## src/rtl/cpu_lsu_wb.sv

```systemverilog
// cpu_lsu_wb: memory-access / writeback stage of the RV32 pipeline.
// Takes one instruction at a time from execute and runs it over a
// req/gnt/rvalid data bus. Loads are aligned and extended before they
// are written back. ALU results go straight to the register file write port.
// Optional feature macro: LSU_MISALIGN_EXC_EN. When it is defined,
// misaligned half/word accesses are dropped and misalign_exc pulses instead.
module cpu_lsu_wb #(
  parameter int unsigned ADDR_W = 32
) (
  input  logic              clk,
  input  logic              rst_n,
  input  logic              ex_valid,
  output logic              ex_ready,
  input  logic              ex_is_load,
  input  logic              ex_is_store,
  input  logic              ex_wb_en,
  input  logic [2:0]        ex_funct3,
  input  logic [ADDR_W-1:0] ex_addr,
  input  logic [31:0]       ex_wdata,
  input  logic [4:0]        ex_rd,
  output logic              mem_req,
  output logic              mem_we,
  output logic [3:0]        mem_be,
  output logic [ADDR_W-1:0] mem_addr,
  output logic [31:0]       mem_wdata,
  input  logic              mem_gnt,
  input  logic              mem_rvalid,
  input  logic [31:0]       mem_rdata,
  output logic              wr_en,
  output logic [4:0]        rd,
  output logic [31:0]       data_rd,
  output logic              misalign_exc
);

  typedef enum logic [1:0] {
    S_IDLE,
    S_REQ,
    S_RESP
  } state_e;

  state_e            state_q, state_d;
  logic              is_store_q, is_store_d;
  logic [2:0]        funct3_q, funct3_d;
  logic [1:0]        addr_lo_q, addr_lo_d;
  logic [4:0]        rd_lat_q, rd_lat_d;
  logic [3:0]        be_q, be_d;
  logic [ADDR_W-1:0] maddr_q, maddr_d;
  logic [31:0]       mwdata_q, mwdata_d;
  logic              wr_en_q, wr_en_d;
  logic [4:0]        rd_q, rd_d;
  logic [31:0]       data_rd_q, data_rd_d;

  logic              accept;
  logic              is_mem;
  logic              misaligned;
  logic [3:0]        st_be;
  logic [31:0]       st_wdata;
  logic [7:0]        ld_byte;
  logic [15:0]       ld_half;
  logic [31:0]       ld_data;

  assign ex_ready = (state_q == S_IDLE);
  assign accept   = ex_valid && ex_ready;
  assign is_mem   = ex_is_load || ex_is_store;

  // Byte enables and lane-replicated write data for the incoming store
  always_comb begin
    st_be    = 4'b1111;
    st_wdata = ex_wdata;
    case (ex_funct3)
      3'b000: begin
        st_be    = 4'b0001 << ex_addr[1:0];
        st_wdata = {4{ex_wdata[7:0]}};
      end
      3'b001: begin
        st_be    = ex_addr[1] ? 4'b1100 : 4'b0011;
        st_wdata = {2{ex_wdata[15:0]}};
      end
      default: ;
    endcase
  end

`ifdef LSU_MISALIGN_EXC_EN
  logic misalign_q, misalign_d;

  // Detect half/word accesses whose low address bits break natural alignment
  always_comb begin
    misaligned = 1'b0;
    if (ex_is_store) begin
      if (ex_funct3 == 3'b001)      misaligned = ex_addr[0];
      else if (ex_funct3 != 3'b000) misaligned = |ex_addr[1:0];
    end else begin
      if (ex_funct3[1:0] == 2'b01)      misaligned = ex_addr[0];
      else if (ex_funct3[1:0] != 2'b00) misaligned = |ex_addr[1:0];
    end
  end

  assign misalign_exc = misalign_q;
`else
  assign misaligned   = 1'b0;
  assign misalign_exc = 1'b0;
`endif

  // Select and extend the load lane using the funct3/offset captured at accept
  always_comb begin
    case (addr_lo_q)
      2'd0:    ld_byte = mem_rdata[7:0];
      2'd1:    ld_byte = mem_rdata[15:8];
      2'd2:    ld_byte = mem_rdata[23:16];
      default: ld_byte = mem_rdata[31:24];
    endcase
    ld_half = addr_lo_q[1] ? mem_rdata[31:16] : mem_rdata[15:0];
    case (funct3_q)
      3'b000:  ld_data = {{24{ld_byte[7]}}, ld_byte};
      3'b100:  ld_data = {24'b0, ld_byte};
      3'b001:  ld_data = {{16{ld_half[15]}}, ld_half};
      3'b101:  ld_data = {16'b0, ld_half};
      default: ld_data = mem_rdata;
    endcase
  end

  // Next-state, transaction capture and writeback generation
  always_comb begin
    state_d    = state_q;
    is_store_d = is_store_q;
    funct3_d   = funct3_q;
    addr_lo_d  = addr_lo_q;
    rd_lat_d   = rd_lat_q;
    be_d       = be_q;
    maddr_d    = maddr_q;
    mwdata_d   = mwdata_q;
    wr_en_d    = 1'b0;
    rd_d       = rd_q;
    data_rd_d  = data_rd_q;
`ifdef LSU_MISALIGN_EXC_EN
    misalign_d = 1'b0;
`endif
    case (state_q)
      S_IDLE: begin
        if (accept) begin
          if (is_mem) begin
            if (misaligned) begin
`ifdef LSU_MISALIGN_EXC_EN
              misalign_d = 1'b1;
`endif
            end else begin
              state_d    = S_REQ;
              is_store_d = ex_is_store;
              funct3_d   = ex_funct3;
              addr_lo_d  = ex_addr[1:0];
              rd_lat_d   = ex_rd;
              be_d       = ex_is_store ? st_be : 4'b1111;
              maddr_d    = {ex_addr[ADDR_W-1:2], 2'b00};
              mwdata_d   = st_wdata;
            end
          end else if (ex_wb_en && (ex_rd != 5'd0)) begin
            wr_en_d   = 1'b1;
            rd_d      = ex_rd;
            data_rd_d = ex_addr;
          end
        end
      end
      S_REQ: begin
        if (mem_gnt) state_d = is_store_q ? S_IDLE : S_RESP;
      end
      S_RESP: begin
        if (mem_rvalid) begin
          state_d = S_IDLE;
          if (rd_lat_q != 5'd0) begin
            wr_en_d   = 1'b1;
            rd_d      = rd_lat_q;
            data_rd_d = ld_data;
          end
        end
      end
      default: state_d = S_IDLE;
    endcase
  end

  // State and pipeline registers, cleared asynchronously
  always_ff @(posedge clk or negedge rst_n) begin
    if (!rst_n) begin
      state_q    <= S_IDLE;
      is_store_q <= 1'b0;
      funct3_q   <= '0;
      addr_lo_q  <= '0;
      rd_lat_q   <= '0;
      be_q       <= '0;
      maddr_q    <= '0;
      mwdata_q   <= '0;
      wr_en_q    <= 1'b0;
      rd_q       <= '0;
      data_rd_q  <= '0;
`ifdef LSU_MISALIGN_EXC_EN
      misalign_q <= 1'b0;
`endif
    end else begin
      state_q    <= state_d;
      is_store_q <= is_store_d;
      funct3_q   <= funct3_d;
      addr_lo_q  <= addr_lo_d;
      rd_lat_q   <= rd_lat_d;
      be_q       <= be_d;
      maddr_q    <= maddr_d;
      mwdata_q   <= mwdata_d;
      wr_en_q    <= wr_en_d;
      rd_q       <= rd_d;
      data_rd_q  <= data_rd_d;
`ifdef LSU_MISALIGN_EXC_EN
      misalign_q <= misalign_d;
`endif
    end
  end

  // Bus signals are driven only while a request is outstanding
  assign mem_req   = (state_q == S_REQ);
  assign mem_we    = mem_req && is_store_q;
  assign mem_be    = mem_req ? be_q : '0;
  assign mem_addr  = mem_req ? maddr_q : '0;
  assign mem_wdata = mem_req ? mwdata_q : '0;

  assign wr_en   = wr_en_q;
  assign rd      = rd_q;
  assign data_rd = data_rd_q;

endmodule

```

## config.mk

```make
export PLATFORM = sky130hd
export DESIGN_NAME = cpu_lsu_wb
export DESIGN_NICKNAME = d
export VERILOG_FILES = /design/src/rtl/cpu_lsu_wb.sv
export SDC_FILE = /design/constraint.sdc
export NUM_CORES = 1
export LEC_CHECK = 0
export ABC_AREA = 1
export BUFFER_PORTS_ARGS = -buffer_cell sky130_fd_sc_hd__buf_2
export CAP_MARGIN = 0
export CORE_ASPECT_RATIO = 1.75
export CORE_MARGIN = 4
export CORE_UTILIZATION = 40
export CTS_BUF_LIST = sky130_fd_sc_hd__clkbuf_4 sky130_fd_sc_hd__clkbuf_8
export DETAILED_ROUTE_END_ITERATION = 10
export GPL_ROUTABILITY_DRIVEN = 0
export PLACE_DENSITY = 0.66
export SLEW_MARGIN = 40
export SYNTH_ARGS = -nofsm -noshare
export SYNTH_HDL_FRONTEND = slang
export SYNTH_SLANG_ARGS = --single-unit
```

## constraint.sdc

```tcl
create_clock -name clk -period 1.9 [get_ports clk]
set_clock_uncertainty 0.1 [all_clocks]
set_input_delay 0.095 -clock clk [delete_from_list [all_inputs] [get_ports clk]]
set_output_delay 0.095 -clock clk [all_outputs]
set_load 0.005 [all_outputs]
```

# After elaboration in Yosys (flattened, before gate mapping)
# Index checks and enable logic that the tools add are counted.
dict set report totals {
  regBits 117
  inputBits 112
  output_inout_bits 110
  elab_cells 75
}
dict set report op_classes {
  n_eq_ne 15
  shifts 1
  n_mux 34
  n_reduce_logical 14
}
# cell n
set ops {}
lappend ops {{32-bit 2-to-1 mux} 7}
lappend ops {{32-bit case mux with 2 select lines} 2}
lappend ops {{32-bit case mux with 4 select lines} 1}
lappend ops {{5-bit 2-to-1 mux} 5}
lappend ops {{8-bit case mux with 3 select lines} 1}
lappend ops {{16-bit 2-to-1 mux} 1}
lappend ops {{4-bit 2-to-1 mux} 3}
lappend ops {{2-bit 2-to-1 mux} 5}
lappend ops {{5-bit case mux with 2 select lines} 1}
lappend ops {{5-bit nonzero test} 2}
lappend ops {{2-bit by 1-bit inequality test with 1-bit output, second input constant} 4}
lappend ops {{4-bit case mux with 2 select lines} 1}
lappend ops {{3-bit by 1-bit == test with 1-bit output, second input constant} 2}
lappend ops {{3-bit == test, second input constant} 2}
lappend ops {{3-bit zero test} 2}
lappend ops {{2-bit inequality test, second input constant} 3}
lappend ops {{2-bit case mux with 3 select lines} 1}
lappend ops {{6-bit AND reduction} 1}
lappend ops {{1-bit 2-to-1 mux} 5}
lappend ops {{2-bit by 1-bit == test with 1-bit output, second input constant} 2}
lappend ops {{2-bit == test, second input constant} 2}
lappend ops {{2-bit zero test} 2}
lappend ops {{4-bit AND reduction} 1}
lappend ops {{1-bit by 2-bit left shift with 4-bit output, first input constant} 1}
lappend ops {{other kinds (5)} 7}

# Logic depth before layout (Yosys ltp)
# Gate-level depths: netlist of the first run.
dict set report depth {
  word_depth 6
  depth_mapped 10
  ltp_nobuf 9
}

# Worst setup path after synthesis of the first run
# Ideal clock, no wire load.
dict set report synth_path {
  kind {reg2reg}
  from {register rd_lat_q[2]}
  to {register data_rd_q[18] (netlist: data_rd[18])}
  setup_time_ps 117
  arrival_time_ps 1292
  required_ps 1683
  slack_ps 391
  path_stages_with_launch 7
  path_buffers 1
  synth_period_minus_slack_ps 1509
  path_cell_list {dfrtp_1 > or2_1 > o21ai_4 > nand2_4 > buf_2 > nand3_1 > nand2_1}
}
dict set report synth_via {
  elab_chain_cells 3
}
# item line_no
set synth_lines {}
lappend synth_lines {{start: declaration} 45} ;# logic [4:0] rd_lat_q, rd_lat_d;
lappend synth_lines {{start signal: assignment} 202} ;# rd_lat_q <= rd_lat_d;
lappend synth_lines {{5-bit nonzero test} 169} ;# if (rd_lat_q != 5'd0) begin
lappend synth_lines {{2-bit inequality test (no source line)} --}
lappend synth_lines {{6-bit AND reduction (no source line)} --}
lappend synth_lines {{end signal: assignment} 208} ;# data_rd_q <= data_rd_d;
lappend synth_lines {{end: declaration} 51} ;# logic [31:0] data_rd_q, data_rd_d;
# No other way between the ends.
# A chain may end at the register's enable or synchronous reset.

# Worst setup path in the final report of the first run
dict set report layout_path {
  from {register state_q[1]}
  to {register state_q[1]}
}
dict set report layout_via {
  elab_chain_cells 4
  word_cells_on_any_way 10
  classes_between {eq/ne (6); mux (1); reduce/logical (3)}
}
# item line_no
set layout_lines {}
lappend layout_lines {{start: declaration} 41} ;# state_e state_q, state_d;
lappend layout_lines {{start signal: assignment} 198} ;# state_q <= state_d;
lappend layout_lines {{2-bit zero test} {62, 138}}
lappend layout_lines {{1-bit logical AND} 63} ;# assign accept = ex_valid && ex_ready;
lappend layout_lines {{2-bit by 1-bit inequality test with 1-bit output (no source line)} --}
lappend layout_lines {{4-bit AND reduction (no source line)} --}
# Several ways; a longest one is shown, not always the timed one.

==> run_results.csv, run 1 <==
group,metric,value,unit
logic_synthesis,synth-seq-area-share,0.462,
worst_setup_path,cp.required,2.15,ns
floorplanning,dieHeight,175,um
clocking,clockRootBuffer,"clkbuf_8",
sta,count_of_final_setup_violators,0,
final_layout,finished_cell_area,0.00909,mm^2
floorplanning,fp.dieArea,0.0180,mm^2
worst_setup_path,start_kind,"flop",
power_and_ir_drop,p_sw_frac,0.420,
final_layout,drive_above_1_share,0.243,
worst_setup_path,critical_path.max_fanout,22,
sta,max_slew.worst_pin.slew,0.651,ns
status,status,"finished clean",
final_layout,fill_cells,1447,
worst_setup_path,worst_ep_arrival_time,2.05,ns
clocking,cts.reportedPaths.clkPinSlew,0.07,ns
floorplanning,chipWidth,103,um
detailed_routing,antenna_violating_nets_post_route,0,
floorplanning,core-area,0.0155,mm^2
min_path,min_path_type,"in -> reg",
detailed_routing,drt-vias-per-instance,4.89,
worst_setup_path,timing.critical_path.slowest_stage_cell,"dlygate4sd3_1",
power_and_ir_drop,power_frac_comb,0.461,
placed_design,post-place-cells,1279,
power_and_ir_drop,cell_internal_pwr,6.77,mW
logic_synthesis,postSynthCellCount,900,
logic_synthesis,synthDistinctLibCells,32,
logic_synthesis,synth-seq-cells,117,
clocking,clock_sink_count,117,
worst_setup_path,crit_chain,"inv_2 -> nand2_8 -> inv_2 -> nand2_1 -> o32ai_2 -> dlygate4sd3_1",
sta,max-slew-margin-rel,0.566,
clocking,h-tree-depth,4,
power_and_ir_drop,pwr_density_cell,1280,mW/mm^2
floorplanning,fp-row-count,60,
power_and_ir_drop,power.share.clock,0.177,
final_layout,fin_cells,1413,
grt,gr-usage-all-layers,0.246,
power_and_ir_drop,leakage,4.98,nW
grt,first_global_vias,6952,
worst_setup_path,crit_type,"reg -> reg",
floorplanning,pin_count,222,
sta,post-route-min-period,1.79,ns
clocking,worstSkewPairLatency,0.42,ns
detailed_routing,detail_route.first_pass.iterations,4,
run,timing.max_cap.violations,0,
power_and_ir_drop,p_total,11.7,mW
clocking,inserted_clock_buffers,17,
worst_setup_path,worst_path_dominant_cell_family,"buffers and inverters",
final_layout,layout.nets,1326,
power_and_ir_drop,switching_power,4.91,mW
logic_synthesis,postSynthAreaPerCell,7.05,um^2
final_layout,layout-area-overhead-vs-synth,43.3,%
power_and_ir_drop,vdd_ir_drop_max,0.550,mV
grt,grt_first_pass_wirelength,34600,um
worst_setup_path,crit_buf_inv,3,
clocking,clock_tree.buffer_depth,2,
detailed_routing,final_wirelength,21800,um
placed_design,detailed_place_hpwl,14900,um
detailed_routing,drt_drc_violations_left,0,
sta,final_min_period_over_clock_period,0.943,
worst_setup_path,critical_path.max_stage_delay,0.58,ns
detailed_routing,via_count,6903,
logic_synthesis,synth.yosys.warnings,0,
final_layout,num_antenna_cells,0,
clocking,tritoncts,"yes",
sta,slew_violations,0,
logic_synthesis,synthesis.area,0.00634,mm^2
worst_setup_path,critical_path.most_common_cell,"inv_2",
grt,grt_start_max_net_pins,118,
floorplanning,initial_util,0.410,
sta,grt_setup_unrepaired,"yes",
sta,final_hold_viol_count,0,
final_layout,fin_util,0.588,
detailed_routing,detailedRoute.firstIterationViolations,313,
worst_setup_path,worst_setup_path_end_kind,"flop",
sta,maximum_frequency_from_static_timing_analysis,558,MHz
grt,grt.overflow.total,0,
grt,antenna_violations_before_repair,0,
detailed_routing,avgRoutedWirePerCell,15.4,um
placed_design,place.port_buffers,218,
placed_design,place_area,0.00768,mm^2
power_and_ir_drop,pwr-share-seq,0.362,
[kinds of logic after synthesis]
logic type	synth area share
AOI/OAI and AO/OA	0.153
buffers and inverters	0.129
DFF	0.462
other	0.000591
and+or+nand+nor	0.256
[repair_timing]
item                       CTS  global route
gates resized for setup      1             6
hold buffers               102             0
setup buffers                0             0
hold endpoints to repair   230             0
pin swaps                    0             0
setup endpoints to repair   53            12
[worst paths after layout]
check	depth (start not counted)	end	start	slack, ns
hold reg to reg	2	data_rd[22]$_DFFE_PN0P_	data_rd[22]$_DFFE_PN0P_	0.38
setup reg to reg	6	state_q[1]$_DFFE_PN0P_	state_q[1]$_DFFE_PN0P_	0.11
hold / removal	4	be_q[3]$_DFFE_PN0P_	ex_is_store	0.02
max in group asynchronous	3	data_rd[22]$_DFFE_PN0P_	rst_n	1.00
min in group asynchronous	3	mwdata_q[28]$_DFFE_PN0P_	rst_n	0.19
setup / recovery	6	state_q[1]$_DFFE_PN0P_	state_q[1]$_DFFE_PN0P_	0.11
[layer usage]
layer  vias to the layer above  wire (um)  GRT usage  share of wire
met4                         0       1270      0.139          0.058
met1                      3098       8010      0.277           0.37
li1                       3412          -          -              -
met5                         -          0          0              0
met3                        72       1550     0.0519          0.071
met2                       321      11000      0.419           0.50
[through the flow]
stage	TNS [ns]	hold WS, ns	setup WS (ns)
3_5_place_dp	0	0.151	0.147
3_3_place_gp	0	0.144	0.228
2_1_floorplan	0	-0.301	0.391
5_1_grt	-0.0135	0.0186	-0.0135
4_1_cts	0	0.000910	0.0386
6_report	0	0.0232	0.108
[tightest hold or removal path: stages]
cell and delay, ns:
buf_2 0.09, inv_1 0.09, nor2_2 0.08, a22oi_1 0.13
[Yosys cell counts]
master	number	area share
o21ai_0	99	0.078
o211ai_1	1	0.0012
or2_2	3	0.0030
conb_1	1	0.00059
nand2_2	2	0.0020
nand2_1	213	0.13
nand3_1	42	0.033
inv_4	1	0.00099
o32ai_1	1	0.0014
o21ai_4	1	0.0026
a21oi_1	56	0.044
buf_4	7	0.0083
nand2_4	1	0.0018
nor2_2	3	0.0030
nor2_1	131	0.078
nor2_4	1	0.0018
dfrtp_1	117	0.46
inv_1	142	0.084
clkbuf_1	24	0.014
nand3_2	1	0.0016
inv_2	5	0.0030
nand4_2	2	0.0039
nand3b_1	1	0.0012
o31ai_1	8	0.0095
a22oi_1	4	0.0047
buf_6	4	0.0071
o21ai_1	5	0.0039
o21bai_1	1	0.0012
a31oi_1	6	0.0059
or2_1	1	0.00099
buf_1	4	0.0024
buf_2	12	0.0095
[cells in the final DEF (no fill, tap or decap), drive strengths merged]
cell and instances:
a21oi 56, clkbuf 18, conb 3, inv 152, o21ai 105, o31ai 8
clkinvlp 4, buf 242, dfrtp 117, nand3b 1, clkinv 6, nand3 43
nand4 2, nand2 216, o21bai 1, nor2 135, or2 4, a22oi 4
dlygate4sd3 102, o211ai 1, o32ai 1, a31oi 6
[area by class of cell]
cell class	count	area, um^2	share of cell area
repair buffers	344	2380	0.262
clock buffers	18	248	0.0273
multi-input cells	586	2640	0.290
clock inverters	14	103	0.0113
flip-flops and latches	117	2930	0.322
well taps	186	233	0.0256
inverters	148	561	0.0617
[power groups by stage]
| stage | Sequential, mW | Combinational, mW | Clock [mW] |
|---|---|---|---|
| after global placement | 4.24 | 5.09 | 0 |
| after detailed placement | 4.25 | 5.17 | 0 |
| after global routing | 4.36 | 6.12 | 2.25 |
| after CTS | 4.22 | 5.36 | 2.15 |
| final | 4.23 | 5.39 | 2.07 |
| after floorplan | 4.15 | 3.10 | 0 |
[registers in the layout, indices dropped and copies added, names as in the netlist]
register    flops
addr_lo_q       2
be_q            4
data_rd        32
funct3_q        3
is_store_q      1
maddr_q        30
mwdata_q       32
rd              5
rd_lat_q        5
state_q         2
wr_en           1
Power figures use the tool's default switching activity.
==> inputs of run 2 (changes only) <==
Settings changed: CORE_UTILIZATION 40 to 52, PLACE_DENSITY 0.66 to 0.83.
==> run_results.csv, run 2 (synthesis results as in run 1) <==
group,metric,value,unit
status,status,"finished clean",
floorplanning,fp-row-count,53,
detailed_routing,detailedRoute.firstIterationViolations,636,
worst_setup_path,worst_path_dominant_cell_family,"buffers and inverters",
power_and_ir_drop,pwr-share-seq,0.359,
final_layout,drive_above_1_share,0.239,
sta,fin_setup_tns,0,ns
floorplanning,pin_count,222,
final_layout,fin_util,0.754,
placed_design,place_area,0.00758,mm^2
sta,final_hold_viol_count,0,
clocking,clock_tree.buffer_depth,2,
worst_setup_path,reg2reg_depth,6,
detailed_routing,drt_drc_violations_left,0,
worst_setup_path,critical_path.max_fanout,16,
worst_setup_path,start_kind,"input port",
worst_setup_path,worst_setup_path_end_kind,"flop",
power_and_ir_drop,power_frac_comb,0.449,
detailed_routing,final_wirelength,23000,um
final_layout,fin_cells,1394,
floorplanning,initial_util,0.529,
placed_design,post-place-ws,0.170,ns
final_layout,most_common_cell_after_layout_fill_and_taps_aside,"buf_2",
clocking,inserted_clock_buffers,17,
min_path,hold_end,"data_rd[10]$_DFFE_PN0P_",
clocking,clockRootBuffer,"clkbuf_8",
detailed_routing,avgRoutedWirePerCell,16.5,um
min_path,min_path_type,"in -> reg",
power_and_ir_drop,pwr_density_cell,1320,mW/mm^2
placed_design,detailed_place_hpwl,14500,um
worst_setup_path,crit_type,"in -> reg",
placed_design,place.port_buffers,218,
run,timing.max_cap.violations,0,
floorplanning,chipWidth,91.5,um
worst_setup_path,timing.critical_path.slowest_stage_cell,"dlygate4sd3_1",
sta,post-route-min-period,1.83,ns
worst_setup_path,worst_ep_arrival_time,2.07,ns
worst_setup_path,cp.required,2.15,ns
grt,antenna_violations_before_repair,1,
clocking,clock_sink_count,117,
final_layout,layout-area-overhead-vs-synth,42.6,%
sta,final_min_period_over_clock_period,0.961,
sta,holdWs,0.0242,ns
sta,count_of_final_setup_violators,0,
worst_setup_path,r2r-start,"addr_lo_q[1]$_DFFE_PN0P_",
worst_setup_path,crit_buf_inv,3,
final_layout,layout.nets,1327,
power_and_ir_drop,power.share.clock,0.191,
final_layout,highest_count_cells_in_the_layout_ignoring_fill_and_taps,"buf_2 (217), nand2_1 (212), inv_1 (142)",
worst_setup_path,critical_path.max_stage_delay,0.55,ns
detailed_routing,detail_route.first_pass.iterations,6,
power_and_ir_drop,p_sw_frac,0.422,
power_and_ir_drop,leakage,4.98,nW
worst_setup_path,crit_chain,"dlygate4sd3_1 -> buf_2 -> nor2_2 -> inv_2 -> nor2_4 -> nand2_1 -> o21ai_0 -> o21ai_0 -> o21ai_0",
sta,maximum_frequency_from_static_timing_analysis,548,MHz
power_and_ir_drop,p_total,11.9,mW
grt,grt_first_pass_wirelength,36900,um
clocking,postCtsSetupRepairBufs,0,
sta,post-route-worst-setup-slack,0.0746,ns
placed_design,post-place-cells,1256,
min_path,holdPathStages,5,
floorplanning,fp.dieArea,0.0141,mm^2
clocking,cts.reportedPaths.clkPinSlew,0.08,ns
final_layout,finished_cell_area,0.00905,mm^2
floorplanning,dieHeight,154,um
detailed_routing,via_count,7300,
sta,slew_violations,0,
power_and_ir_drop,vdd_ir_drop_max,0.696,mV
worst_setup_path,critical_path.most_common_cell,"o21ai_0",
sta,grt_setup_unrepaired,"no",
worst_setup_path,regToRegEndpoint,"data_rd[0]$_DFFE_PN0P_",
floorplanning,core-area,0.0120,mm^2
power_and_ir_drop,switching_power,5.03,mW
min_path,hp-start,"mem_rdata[10]",
grt,grt_start_max_net_pins,58,
clocking,worstSkewPairLatency,0.43,ns
clocking,h-tree-depth,4,
grt,first_global_vias,7409,
sta,max_slew.worst_pin.slew,0.577,ns
power_and_ir_drop,cell_internal_pwr,6.88,mW
detailed_routing,drt-vias-per-instance,5.24,
worst_setup_path,setup.reg_to_reg.worst_slack,0.14,ns
clocking,tritoncts,"yes",
sta,max-slew-margin-rel,0.611,
detailed_routing,antenna_violating_nets_post_route,0,
grt,gr-usage-all-layers,0.331,
grt,grt.overflow.total,0,
==> run 2: power by group through the flow <==
stage | logic [mW] | clock network (mW) | registers [mW]
4_1_cts | 5.13 | 2.31 | 4.23
6_report | 5.35 | 2.28 | 4.28
2_1_floorplan | 3.10 | 0 | 4.15
3_3_place_gp | 4.80 | 0 | 4.23
3_5_place_dp | 4.92 | 0 | 4.26
5_1_grt | 5.97 | 2.43 | 4.41
==> run 2: metal layers <==
layer	global-route usage	up-vias	routed length [um]
met5	0	-	0
met1	0.360	3371	7970
met3	0.0675	85	1760
met2	0.596	438	12000
li1	-	3406	-
met4	0.174	0	1240
==> run 2: area by class of cell <==
| cell class | instances | area (um^2) |
|---|---|---|
| diodes | 1 | 2.50 |
| multi-input cells | 586 | 2620 |
| well taps | 165 | 206 |
| clock inverters | 15 | 155 |
| inverters | 148 | 558 |
| fillers | 821 | 2950 |
| repair buffers | 345 | 2350 |
| flip-flops and latches | 117 | 2930 |
| clock buffers | 17 | 234 |
==> run 2: worst max-delay path by stage <==
stage	startpoint	to	slack [ns]	cells after the start
finish	ex_funct3[2]	mwdata_q[26]$_DFFE_PN0P_	0.07	9
global route	addr_lo_q[1]$_DFFE_PN0P_	data_rd[0]$_DFFE_PN0P_	0.02	6
CTS	state_q[1]$_DFFE_PN0P_	mem_wdata[0]	0.008	5
detailed placement	state_q[0]$_DFFE_PN0P_	data_rd[0]$_DFFE_PN0P_	0.17	8
global placement	state_q[0]$_DFFE_PN0P_	data_rd[0]$_DFFE_PN0P_	0.22	8
floorplan	rd_lat_q[2]$_DFFE_PN0P_	data_rd[18]$_DFFE_PN0P_	0.39	6
==> run 2: worst min-delay path: stages <==
cell and delay, ns:
buf_2 0.09, inv_1 0.06, a21oi_1 0.10, nand2_1 0.11, a21oi_1 0.07
==> run 2: timing repair <==
item                                    CTS  global route
hold endpoints to repair                230             0
resized for setup                         1             4
cloned                                    0             0
hold buffers                            105             0
endpoints found under the setup margin   35            48
==> inputs of run 3 (changes only) <==
Settings changed: CORE_MARGIN 4 to 3.
==> run_results.csv, run 3 (synthesis results as in run 1) <==
group,metric,value,unit
clocking,cts.reportedPaths.clkPinSlew,0.07,ns
final_layout,layout-area-overhead-vs-synth,42.6,%
grt,grt.overflow.total,0,
floorplanning,pin_count,222,
sta,maximum_frequency_from_static_timing_analysis,561,MHz
clocking,clock_sink_count,117,
sta,count_of_final_setup_violators,0,
detailed_routing,avgRoutedWirePerCell,16.7,um
sta,max-slew-margin-rel,0.563,
floorplanning,dieHeight,152,um
detailed_routing,via_count,7296,
final_layout,num_antenna_cells,0,
worst_setup_path,worst_ep_arrival_time,2.04,ns
grt,gr-usage-all-layers,0.340,
floorplanning,chipWidth,89.5,um
clocking,tritoncts,"yes",
detailed_routing,final_wirelength,23100,um
detailed_routing,detail_route.first_pass.iterations,6,
worst_setup_path,worst_setup_path_end_kind,"flop",
worst_setup_path,timing.critical_path.slowest_stage_cell,"dlygate4sd3_1",
worst_setup_path,critical_path.max_fanout,16,
clocking,clockRootBuffer,"clkbuf_8",
final_layout,highest_count_cells_in_the_layout_ignoring_fill_and_taps,"buf_2 (217), nand2_1 (212), inv_1 (142)",
floorplanning,fp.dieArea,0.0136,mm^2
sta,final_min_period_over_clock_period,0.938,
sta,final_hold_viol_count,0,
power_and_ir_drop,leakage,4.96,nW
min_path,hold_end,"data_rd[15]$_DFFE_PN0P_",
detailed_routing,antenna_violating_nets_post_route,0,
power_and_ir_drop,pwr_density_cell,1330,mW/mm^2
final_layout,layout.nets,1320,
worst_setup_path,r2r-start,"state_q[0]$_DFFE_PN0P_",
sta,grt_setup_unrepaired,"no",
final_layout,drive_above_1_share,0.236,
min_path,holdPathStages,5,
run,timing.max_cap.violations,0,
detailed_routing,detailedRoute.firstIterationViolations,537,
worst_setup_path,cp.required,2.15,ns
final_layout,most_common_cell_after_layout_fill_and_taps_aside,"buf_2",
placed_design,detailed_place_hpwl,13900,um
power_and_ir_drop,vdd_ir_drop_max,0.739,mV
worst_setup_path,start_kind,"input port",
worst_setup_path,crit_chain,"dlygate4sd3_1 -> buf_2 -> nor2_2 -> inv_2 -> nor2_4 -> nand2_1 -> o21ai_0 -> o21ai_0 -> o21ai_0",
worst_setup_path,regToRegEndpoint,"be_q[3]$_DFFE_PN0P_",
placed_design,place_area,0.00760,mm^2
sta,post-route-min-period,1.78,ns
floorplanning,fp-row-count,52,
grt,grt_first_pass_wirelength,35900,um
clocking,worstSkewPairLatency,0.43,ns
placed_design,place.port_buffers,218,
worst_setup_path,critical_path.most_common_cell,"o21ai_0",
worst_setup_path,critical_path.max_stage_delay,0.56,ns
final_layout,finished_cell_area,0.00904,mm^2
grt,first_global_vias,7363,
worst_setup_path,crit_type,"in -> reg",
detailed_routing,drt_drc_violations_left,0,
worst_setup_path,setup.reg_to_reg.worst_slack,0.17,ns
min_path,hp-start,"mem_rdata[15]",
grt,grt_start_max_net_pins,118,
final_layout,fin_cells,1382,
placed_design,post-place-cells,1248,
worst_setup_path,reg2reg_depth,7,
clocking,postCtsSetupRepairBufs,0,
sta,fin_setup_tns,0,ns
clocking,inserted_clock_buffers,17,
clocking,h-tree-depth,4,
sta,max_slew.worst_pin.slew,0.656,ns
sta,slew_violations,0,
floorplanning,core-area,0.0118,mm^2
min_path,min_path_type,"in -> reg",
detailed_routing,drt-vias-per-instance,5.28,
grt,antenna_violations_before_repair,0,
floorplanning,initial_util,0.539,
clocking,clock_tree.buffer_depth,2,
status,status,"finished clean",
[run 3: cell types whose count changed in the layout (fill, tap and decap cells not counted), moves of 2 or more]
cell,change
inv_6,-2
dlygate4sd3_1,-2
buf_12,+5
buf_4,-8
[run 3: stage by stage]
step                power, mW  utilization  worst slack, ns  hold slack [ns]
CTS                      11.7        0.766           0.0741          0.00132
floorplan                7.25            -            0.391           -0.301
global route             12.9        0.768           0.0598           0.0409
finish                   12.0        0.768            0.117           0.0300
global placement         9.13        0.646            0.199            0.132
detailed placement       9.29        0.646            0.186            0.135
[run 3: worst max-delay path by stage]
stage,from,endpoint,slack (ns)
after global placement,addr_lo_q[1]$_DFFE_PN0P_,data_rd[0]$_DFFE_PN0P_,0.20
after CTS,state_q[1]$_DFFE_PN0P_,mem_wdata[14],0.07
after detailed placement,addr_lo_q[1]$_DFFE_PN0P_,data_rd[0]$_DFFE_PN0P_,0.19
after floorplan,rd_lat_q[2]$_DFFE_PN0P_,data_rd[18]$_DFFE_PN0P_,0.39
after global routing,rd_lat_q[2]$_DFFE_PN0P_,data_rd[7]$_DFFE_PN0P_,0.06
final,ex_funct3[1],mwdata_q[26]$_DFFE_PN0P_,0.12
[run 3: cell type report]
| type | count | area, um^2 |
|---|---|---|
| Clock buffer | 19 | 255 |
| Clock inverter | 12 | 131 |
| Fill cell | 800 | 2730 |
| Inverter | 148 | 558 |
| Multi-Input combinational cell | 586 | 2630 |
| Sequential cell | 117 | 2930 |
| Tap cell | 162 | 203 |
| Timing Repair Buffer | 338 | 2340 |
[run 3: layer usage]
layer / vias up / track usage / routed length, um
met1: 3296 / 0.363 / 7820
met5: - / 0 / 0
li1: 3404 / - / -
met3: 125 / 0.0694 / 1820
met4: 0 / 0.226 / 1730
met2: 471 / 0.578 / 11700
[run 3: critical path: cells and delay by family]
kind | cells | cell delay, ns
simple gates | 3 | 0.57
buf+inv | 3 | 0.85
compound gates | 3 | 0.53
[run 3: timing repair]
| action | 4_1_cts | 5_1_grt |
|---|---|---|
| gates resized for setup | 0 | 4 |
| hold endpoints to repair | 228 | 0 |
| endpoints found under the setup margin | 0 | 22 |
| hold buffers | 103 | 0 |
[run 3: power breakdown]
| part | internal, mW | switching (mW) |
|---|---|---|
| sequential | 3.64 | 0.643 |
| clock | 1.21 | 1.05 |
| combinational | 2.13 | 3.32 |
| total | 6.98 | 5.02 |
